### src/rtl/wb_sram32_split_pkg.sv
// wb_sram32_split shared definitions
// state codes, half selectors, halfword width
package wb_split_pkg;

  localparam int HW = 16;

  typedef logic [2:0] state_t;

  localparam state_t S_IDLE = 3'd0;
  localparam state_t S_EVEN = 3'd1;
  localparam state_t S_GAP  = 3'd2;
  localparam state_t S_ODD  = 3'd3;
  localparam state_t S_DONE = 3'd4;

  localparam logic HALF_EVEN = 1'b0;
  localparam logic HALF_ODD  = 1'b1;

endpackage

### src/rtl/wb_sram32_split_if.sv
// Wishbone classic bus bundle
// used for both the 32-bit upstream and 16-bit downstream sides
interface wb_sram32_split_if;

  logic        cyc;
  logic        stb;
  logic        we;
  logic [31:0] adr;
  logic [3:0]  sel;
  logic [31:0] dat_w;
  logic [31:0] dat_r;
  logic        ack;

  modport master (
    output cyc, stb, we, adr, sel, dat_w,
    input  dat_r, ack
  );

  modport slave (
    input  cyc, stb, we, adr, sel, dat_w,
    output dat_r, ack
  );

endinterface

### src/rtl/wb_sram32_split_lane.sv
// halfword lane: write-data/sel steering by half
// and read-data assembly into rd_hi/rd_lo
module wb_split_lane
  import wb_split_pkg::*;
(
  input  logic          clk,
  input  logic          reset,
  input  logic          half,
  input  logic [31:0]   dat_q,
  input  logic [3:0]    sel_q,
  input  logic          clr,
  input  logic          cap_hi,
  input  logic          cap_lo,
  input  logic [HW-1:0] rd_in,
  output logic [31:0]   m_dat,
  output logic [3:0]    m_sel,
  output logic [31:0]   rd_word
);

  logic [HW-1:0] rd_hi;
  logic [HW-1:0] rd_lo;

  // even half carries the upper bits (big-endian)
  always_comb begin
    m_dat = '0;
    m_sel = '0;
    if (half == HALF_ODD) begin
      m_dat[HW-1:0] = dat_q[HW-1:0];
      m_sel[1:0]    = sel_q[1:0];
    end else begin
      m_dat[HW-1:0] = dat_q[31:HW];
      m_sel[1:0]    = sel_q[3:2];
    end
  end

  // capture returned halfwords; cleared on each new request
  always_ff @(posedge clk) begin
    if (reset) begin
      rd_hi <= '0;
      rd_lo <= '0;
    end else if (clr) begin
      rd_hi <= '0;
      rd_lo <= '0;
    end else begin
      if (cap_hi) rd_hi <= rd_in;
      if (cap_lo) rd_lo <= rd_in;
    end
  end

  assign rd_word = {rd_hi, rd_lo};

endmodule

### src/rtl/wb_sram32_split.sv
// 32-to-16-bit Wishbone splitter in front of the SRAM controller
// WB_SPLIT_SKIP_EN: skip halves whose two sel bits are zero
module wb_sram32_split
  import wb_split_pkg::*;
#(
  parameter int adr_width = 17
) (
  input  logic clk,
  input  logic reset,
  wb_sram32_split_if.slave  s,
  wb_sram32_split_if.master m
);

  state_t state;
  state_t state_nx;

  logic [adr_width-1:0] adr_q;
  logic                 we_q;
  logic [3:0]           sel_q;
  logic [31:0]          dat_q;
  logic                 abort_q;

  logic        ack_w;
  logic        s_req;
  logic        accept;
  logic        abort;
  logic        busy;
  logic        half;
  logic        s_hi;
  logic        s_lo;
  logic        q_lo;
  logic        cap_hi;
  logic        cap_lo;
  logic [31:0] lane_dat;
  logic [3:0]  lane_sel;
  logic [31:0] rd_word;
  logic        unused_bits;

  assign ack_w  = (state == S_DONE);
  assign s_req  = s.stb & s.cyc & ~ack_w;
  assign accept = (state == S_IDLE) & s_req;
  assign abort  = abort_q | ~s.cyc;

`ifdef WB_SPLIT_SKIP_EN
  assign s_hi = |s.sel[3:2];
  assign s_lo = |s.sel[1:0];
  assign q_lo = |sel_q[1:0];
`else
  assign s_hi = 1'b1;
  assign s_lo = 1'b1;
  assign q_lo = 1'b1;
`endif

  assign cap_hi = (state == S_EVEN) & m.ack & ~we_q;
  assign cap_lo = (state == S_ODD) & m.ack & ~we_q;

  assign unused_bits = ^{s.adr[31:adr_width+2], s.adr[1:0], m.dat_r[31:HW]};

  // state register
  always_ff @(posedge clk) begin
    if (reset) state <= S_IDLE;
    else       state <= state_nx;
  end

  // next-state: even, one idle gap, odd, then ack
  always_comb begin
    state_nx = state;
    unique case (state)
      S_IDLE: begin
        if (s_req) begin
          if (s_hi)      state_nx = S_EVEN;
          else if (s_lo) state_nx = S_ODD;
          else           state_nx = S_DONE;
        end
      end
      S_EVEN: begin
        if (m.ack) begin
          if (abort)     state_nx = S_IDLE;
          else if (q_lo) state_nx = S_GAP;
          else           state_nx = S_DONE;
        end
      end
      S_GAP:  state_nx = abort ? S_IDLE : S_ODD;
      S_ODD: begin
        if (m.ack) state_nx = abort ? S_IDLE : S_DONE;
      end
      S_DONE: state_nx = S_IDLE;
      default: state_nx = S_IDLE;
    endcase
  end

  // outputs decode the state register only
  always_comb begin
    busy    = (state == S_EVEN) | (state == S_ODD);
    half    = (state == S_ODD) ? HALF_ODD : HALF_EVEN;
    m.stb   = busy;
    m.cyc   = busy;
    m.we    = busy & we_q;
    m.adr   = {{(29 - adr_width){1'b0}}, adr_q, half, 2'b00};
    m.sel   = lane_sel;
    m.dat_w = lane_dat;
    s.ack   = ack_w;
    s.dat_r = rd_word;
  end

  // latch the upstream request on acceptance
  always_ff @(posedge clk) begin
    if (reset) begin
      adr_q <= '0;
      we_q  <= 1'b0;
      sel_q <= '0;
      dat_q <= '0;
    end else if (accept) begin
      adr_q <= s.adr[adr_width+1:2];
      we_q  <= s.we;
      sel_q <= s.sel;
      dat_q <= s.dat_w;
    end
  end

  // remember a cycle drop even if cyc comes back before the ack
  always_ff @(posedge clk) begin
    if (reset) begin
      abort_q <= 1'b0;
    end else if (accept) begin
      abort_q <= 1'b0;
    end else if (((state == S_EVEN) | (state == S_GAP) |
                  (state == S_ODD)) & ~s.cyc) begin
      abort_q <= 1'b1;
    end
  end

  wb_split_lane u_lane (
    .clk     (clk),
    .reset   (reset),
    .half    (half),
    .dat_q   (dat_q),
    .sel_q   (sel_q),
    .clr     (accept),
    .cap_hi  (cap_hi),
    .cap_lo  (cap_lo),
    .rd_in   (m.dat_r[HW-1:0]),
    .m_dat   (lane_dat),
    .m_sel   (lane_sel),
    .rd_word (rd_word)
  );

endmodule

### src/flat_wrapper.sv
// flat-port wrapper written by rule: the top's interface ports become plain ports
module wb_sram32_split_flat import wb_split_pkg::*;
#(
  parameter int adr_width = 17
)
  (clk, reset, s_cyc, s_stb, s_we, s_adr, s_sel, s_dat_w, s_dat_r, s_ack, m_cyc, m_stb, m_we, m_adr, m_sel, m_dat_w, m_dat_r, m_ack);
  wb_sram32_split_if s_i ();
  wb_sram32_split_if m_i ();
  input  logic clk;
  input  logic reset;
  input wire logic [$bits(s_i.cyc)-1:0] s_cyc;
  input wire logic [$bits(s_i.stb)-1:0] s_stb;
  input wire logic [$bits(s_i.we)-1:0] s_we;
  input wire logic [$bits(s_i.adr)-1:0] s_adr;
  input wire logic [$bits(s_i.sel)-1:0] s_sel;
  input wire logic [$bits(s_i.dat_w)-1:0] s_dat_w;
  output wire logic [$bits(s_i.dat_r)-1:0] s_dat_r;
  output wire logic [$bits(s_i.ack)-1:0] s_ack;
  output wire logic [$bits(m_i.cyc)-1:0] m_cyc;
  output wire logic [$bits(m_i.stb)-1:0] m_stb;
  output wire logic [$bits(m_i.we)-1:0] m_we;
  output wire logic [$bits(m_i.adr)-1:0] m_adr;
  output wire logic [$bits(m_i.sel)-1:0] m_sel;
  output wire logic [$bits(m_i.dat_w)-1:0] m_dat_w;
  input wire logic [$bits(m_i.dat_r)-1:0] m_dat_r;
  input wire logic [$bits(m_i.ack)-1:0] m_ack;
  assign s_i.cyc = s_cyc;
  assign s_i.stb = s_stb;
  assign s_i.we = s_we;
  assign s_i.adr = s_adr;
  assign s_i.sel = s_sel;
  assign s_i.dat_w = s_dat_w;
  assign s_dat_r = s_i.dat_r;
  assign s_ack = s_i.ack;
  assign m_cyc = m_i.cyc;
  assign m_stb = m_i.stb;
  assign m_we = m_i.we;
  assign m_adr = m_i.adr;
  assign m_sel = m_i.sel;
  assign m_dat_w = m_i.dat_w;
  assign m_i.dat_r = m_dat_r;
  assign m_i.ack = m_ack;
  wb_sram32_split #(.adr_width(adr_width)) u_core (.clk(clk), .reset(reset), .s(s_i), .m(m_i));
endmodule
### config.mk
export PLATFORM = sky130hd
export DESIGN_NAME = wb_sram32_split_flat
export DESIGN_NICKNAME = d
export VERILOG_FILES = /design/src/rtl/wb_sram32_split_pkg.sv /design/src/rtl/wb_sram32_split_if.sv /design/src/rtl/wb_sram32_split_lane.sv /design/src/rtl/wb_sram32_split.sv /design/src/flat_wrapper.sv
export SDC_FILE = /design/constraint.sdc
export NUM_CORES = 1
export LEC_CHECK = 0
export ABC_CLOCK_PERIOD_IN_PS = 1900
export BUFFER_PORTS_ARGS = -buffer_cell sky130_fd_sc_hd__buf_2
export CAP_MARGIN = 15
export CORE_ASPECT_RATIO = 0.75
export CORE_UTILIZATION = 30
export CTS_CLUSTER_SIZE = 12
export DETAILED_ROUTE_END_ITERATION = 8
export SETUP_SLACK_MARGIN = 0.02
export SLEW_MARGIN = 10
export SYNTH_ARGS = -nofsm -noshare
export SYNTH_HDL_FRONTEND = slang
export SYNTH_SLANG_ARGS = --single-unit
### constraint.sdc
create_clock -name clk -period 1.9 [get_ports clk]
set_input_delay 0.095 -clock clk [delete_from_list [all_inputs] [get_ports clk]]
set_output_delay 0.095 -clock clk [all_outputs]
set_load 0.02 [all_outputs]
==> key figures <==
Global route
  • First-pass GRT wire length: 18.3 mm
  • Vias in the first global route: 3549
  • Largest net degree at the start of global routing: 49
  • Total GRT Usage: 16.4%
  • Initial antenna violation count: 2
  • Grt total ovfl: 0

Drt
  • Vias after detailed routing: 3901
  • Post-DRT Antenna Nets: 0
  • Initial DRC count: 234
  • DR WL/cell: 14.8 µm
  • DRC Markers: 0
  • Vias/cell: 4.89
  • First drt pass iteration count: 5
  • WL final: 11.8 mm

Logic synthesis
  • Most frequent cell after synthesis: dfxtp_1
  • Post-synth EDFFs: 0
  • Post-synth top area share: 43.9%
  • Post-synthesis area per instance: 8.57 µm²
  • Top FF cell, synth: dfxtp_1
  • Synth Warn #: 0
  • Mapped Cells: 479
  • Asr flop ratio synth: 0%
  • Sequential fraction of the synthesis area: 43.9%
  • Synth cell types: 31
  • Synthesized area: 4110 µm²
  • Synth top area cells: dfxtp_1, a21oi_1, nand3_1
  • Synth top cells by count: dfxtp_1, a21oi_1, nand3_1, buf_4, o21ai_1
  • Yosys top cell by area: dfxtp_1
  • Seq cells post-synth: 90

Cells and area
  • Layout area overhead: 30.2%
  • Fin nets: 727
  • Layout cell share with drive strength beyond 1: 33.7%

Setup path
  • Worst setup EP type: output port
  • FF-to-FF setup slack: 300 ps
  • Reg-to-reg critical path endpoint: u_core.dat_q[20]$_SDFFE_PP0P_
  • Required @ worst endpoint: 1800 ps
  • CP endpoint: m_dat_w[7]
  • Max FO, Critical Path: 10
  • Worst setup path startpoint: u_core.state[2]$_SDFFE_PP0P_
  • Startpoint types: register
  • Reg2Reg Depth: 4
  • Kind of critical path: reg2out
  • CP arrival: 1700 ps
  • Worst R2R Start: u_core.state[2]$_SDFFE_PP0P_

Pwr
  • Max IR drop VDD: 0.430 mV
  • Psw: 1.25 mW
  • Pwr dens: 861 nW/µm²
  • Register share of total power: 43.3%
  • Internal power: 3.35 mW
  • Switching Fraction: 27.2%
  • Combinational fraction of design power: 14.5%
  • Lkg Pwr: 2.29 nW
  • Clock share of power: 42.2%
  • PnR Total Power: 4.60 mW

Timing
  • Final Hold Violating Endpoints: 0
  • Setup violators final: 0
  • Tcrit/Tclk final: 94.6%
  • Fin Hold WS: 7.73 ps
  • TNS Setup: 0 ps
  • RSZ-0062 raised after global routing: false
  • Tmin final: 1800 ps
  • Fmax: 556 MHz
  • Fin. max-slew vios: 0
  • Clk_skew: 11.7 ps

Place
  • RD Place Congestion: 0.713
  • Hpwl dp: 7.85 mm
  • PortBufs: 146

Clock tree
  • CTS tree: yes
  • Clk buf depth: 2
  • H-tree level count: 3
  • Total CTS buffers: 9
  • Root buffer cell: clkbuf_16
  • Clk slew on worst S/H paths: 70 ps
  • Clk_lat worst skew: 340 ps
  • Sink Count: 90

Outcome
  • Outcome: completed

Floorplanning
  • Die Wd: 137 µm
  • Die Ht: 103 µm
  • Top Ports: 210
  • Core Box Area: 13200 µm²
  • Die area: 14200 µm²
  • # rows: 36
  • Starting density of the core: 31.2%

Run
  • Max cap viols: 0

Worst hold path
  • Hold/Removal Path Class: in2reg
-- registers in the layout, summed over array words and instances (netlist names) --
register / cells
u_core.abort_q: 1
u_core.adr_q: 17
u_core.dat_q: 32
u_core.sel_q: 4
u_core.state: 3
u_core.u_lane.rd_hi: 16
u_core.u_lane.rd_lo: 16
u_core.we_q: 1
-- layout make-up --
| cell class | count | area (µm²) |
|---|---|---|
| fill | 1343 | 7810 |
| multi-input combinational | 333 | 1890 |
| sequential | 90 | 1800 |
| timing repair buffer | 184 | 1100 |
| clock buffer | 9 | 225 |
| tap | 171 | 214 |
| clock inverter | 7 | 100 |
| inverter | 3 | 11.3 |
| antenna | 1 | 2.50 |
-- cell families (layout without fill, tap and decap cells) --
logic type,after synthesis,after routing,share of synthesized area (%)
and+or+nand+nor,102,102,13.2
AOI/OAI and AO/OA,181,181,24.4
DFF,90,90,43.9
muxes,18,18,4.94
buffers and inverters,87,203,13.5
other,1,33,0.0913
-- worst min path at each step --
stage | end | cells past startpoint | slack (ps) | startpoint
floorplan | u_core.dat_q[0]$_SDFFE_PP0P_ | 2 | 240 | s_dat_w[0]
global placement | u_core.dat_q[2]$_SDFFE_PP0P_ | 3 | 350 | s_dat_w[2]
detailed placement | u_core.sel_q[3]$_SDFFE_PP0P_ | 3 | 360 | s_sel[3]
CTS | u_core.adr_q[0]$_SDFFE_PP0P_ | 3 | 0.1 | s_adr[2]
global route | u_core.u_lane.rd_hi[11]$_SDFFE_PP0P_ | 3 | 3 | m_dat_r[11]
finish | u_core.dat_q[18]$_SDFFE_PP0P_ | 3 | 8 | s_dat_w[18]
-- cell usage in the layout, fill, tap and decap left out, types with 2 or more instances in the layout --
| cell | instances |
|---|---|
| a21oi_1 | 88 |
| nor2b_1 | 2 |
| clkbuf_16 | 10 |
| dlygate4sd3_1 | 17 |
| clkinvlp_4 | 2 |
| buf_2 | 146 |
| conb_1 | 32 |
| bufinv_16 | 2 |
| mux2_1 | 18 |
| a211oi_1 | 2 |
| nand3_1 | 86 |
| o21ai_0 | 32 |
| dfxtp_1 | 90 |
| inv_1 | 2 |
| buf_4 | 17 |
| o21ai_2 | 20 |
| buf_12 | 2 |
| o21ai_1 | 36 |
-- power groups by stage --
| stage | Combinational [mW] | Sequential [mW] | Clock (mW) |
|---|---|---|---|
| final | 0.667 | 1.99 | 1.94 |
| after global routing | 0.732 | 2.00 | 2.09 |
| after CTS | 0.662 | 1.99 | 2.00 |
| after detailed placement | 0.634 | 2.03 | 0 |
| after global placement | 0.625 | 2.03 | 0 |
| after floorplan | 0.463 | 2.06 | 0 |
-- through the flow --
stage	util, %	worst slack [ps]	area [µm²]	std cells
global placement	36.5	378	4800	762
floorplan	-	394	4220	510
finish	40.6	103	5350	798
global route	40.6	25.3	5340	797
detailed placement	36.5	326	4800	762
CTS	40.2	24.5	5290	794
-- worst max-delay path, stage by stage (launching register included) --
cell       delay (ps)
dfxtp_1           340
and2b_2           250
nand2_4            90
clkbuf_16         180
mux2_1            330
buf_2             160
-- repair_timing --
| action | 4_1_cts | 5_1_grt |
|---|---|---|
| gates resized for setup | 1 | 3 |
| hold buffers | 16 | 1 |
| pin swaps | 0 | 1 |
| buffers inserted | 0 | 1 |
| endpoints found under the hold margin | 17 | 1 |
| cloned | 0 | 1 |
| setup endpoints to repair | 10 | 18 |
-- per-layer routing --
metal  vias up  routed length, µm  share of wire, %  track usage [%]
met3        18                761               6.5             5.56
met4         4                142               1.2             4.23
met5         -                 22              0.19                0
met1      1834               5500                47             21.6
li1       1921                  -                 -                -
met2       124               5350                45             25.7
No activity file was read; power rests on OpenSTA's default activity.
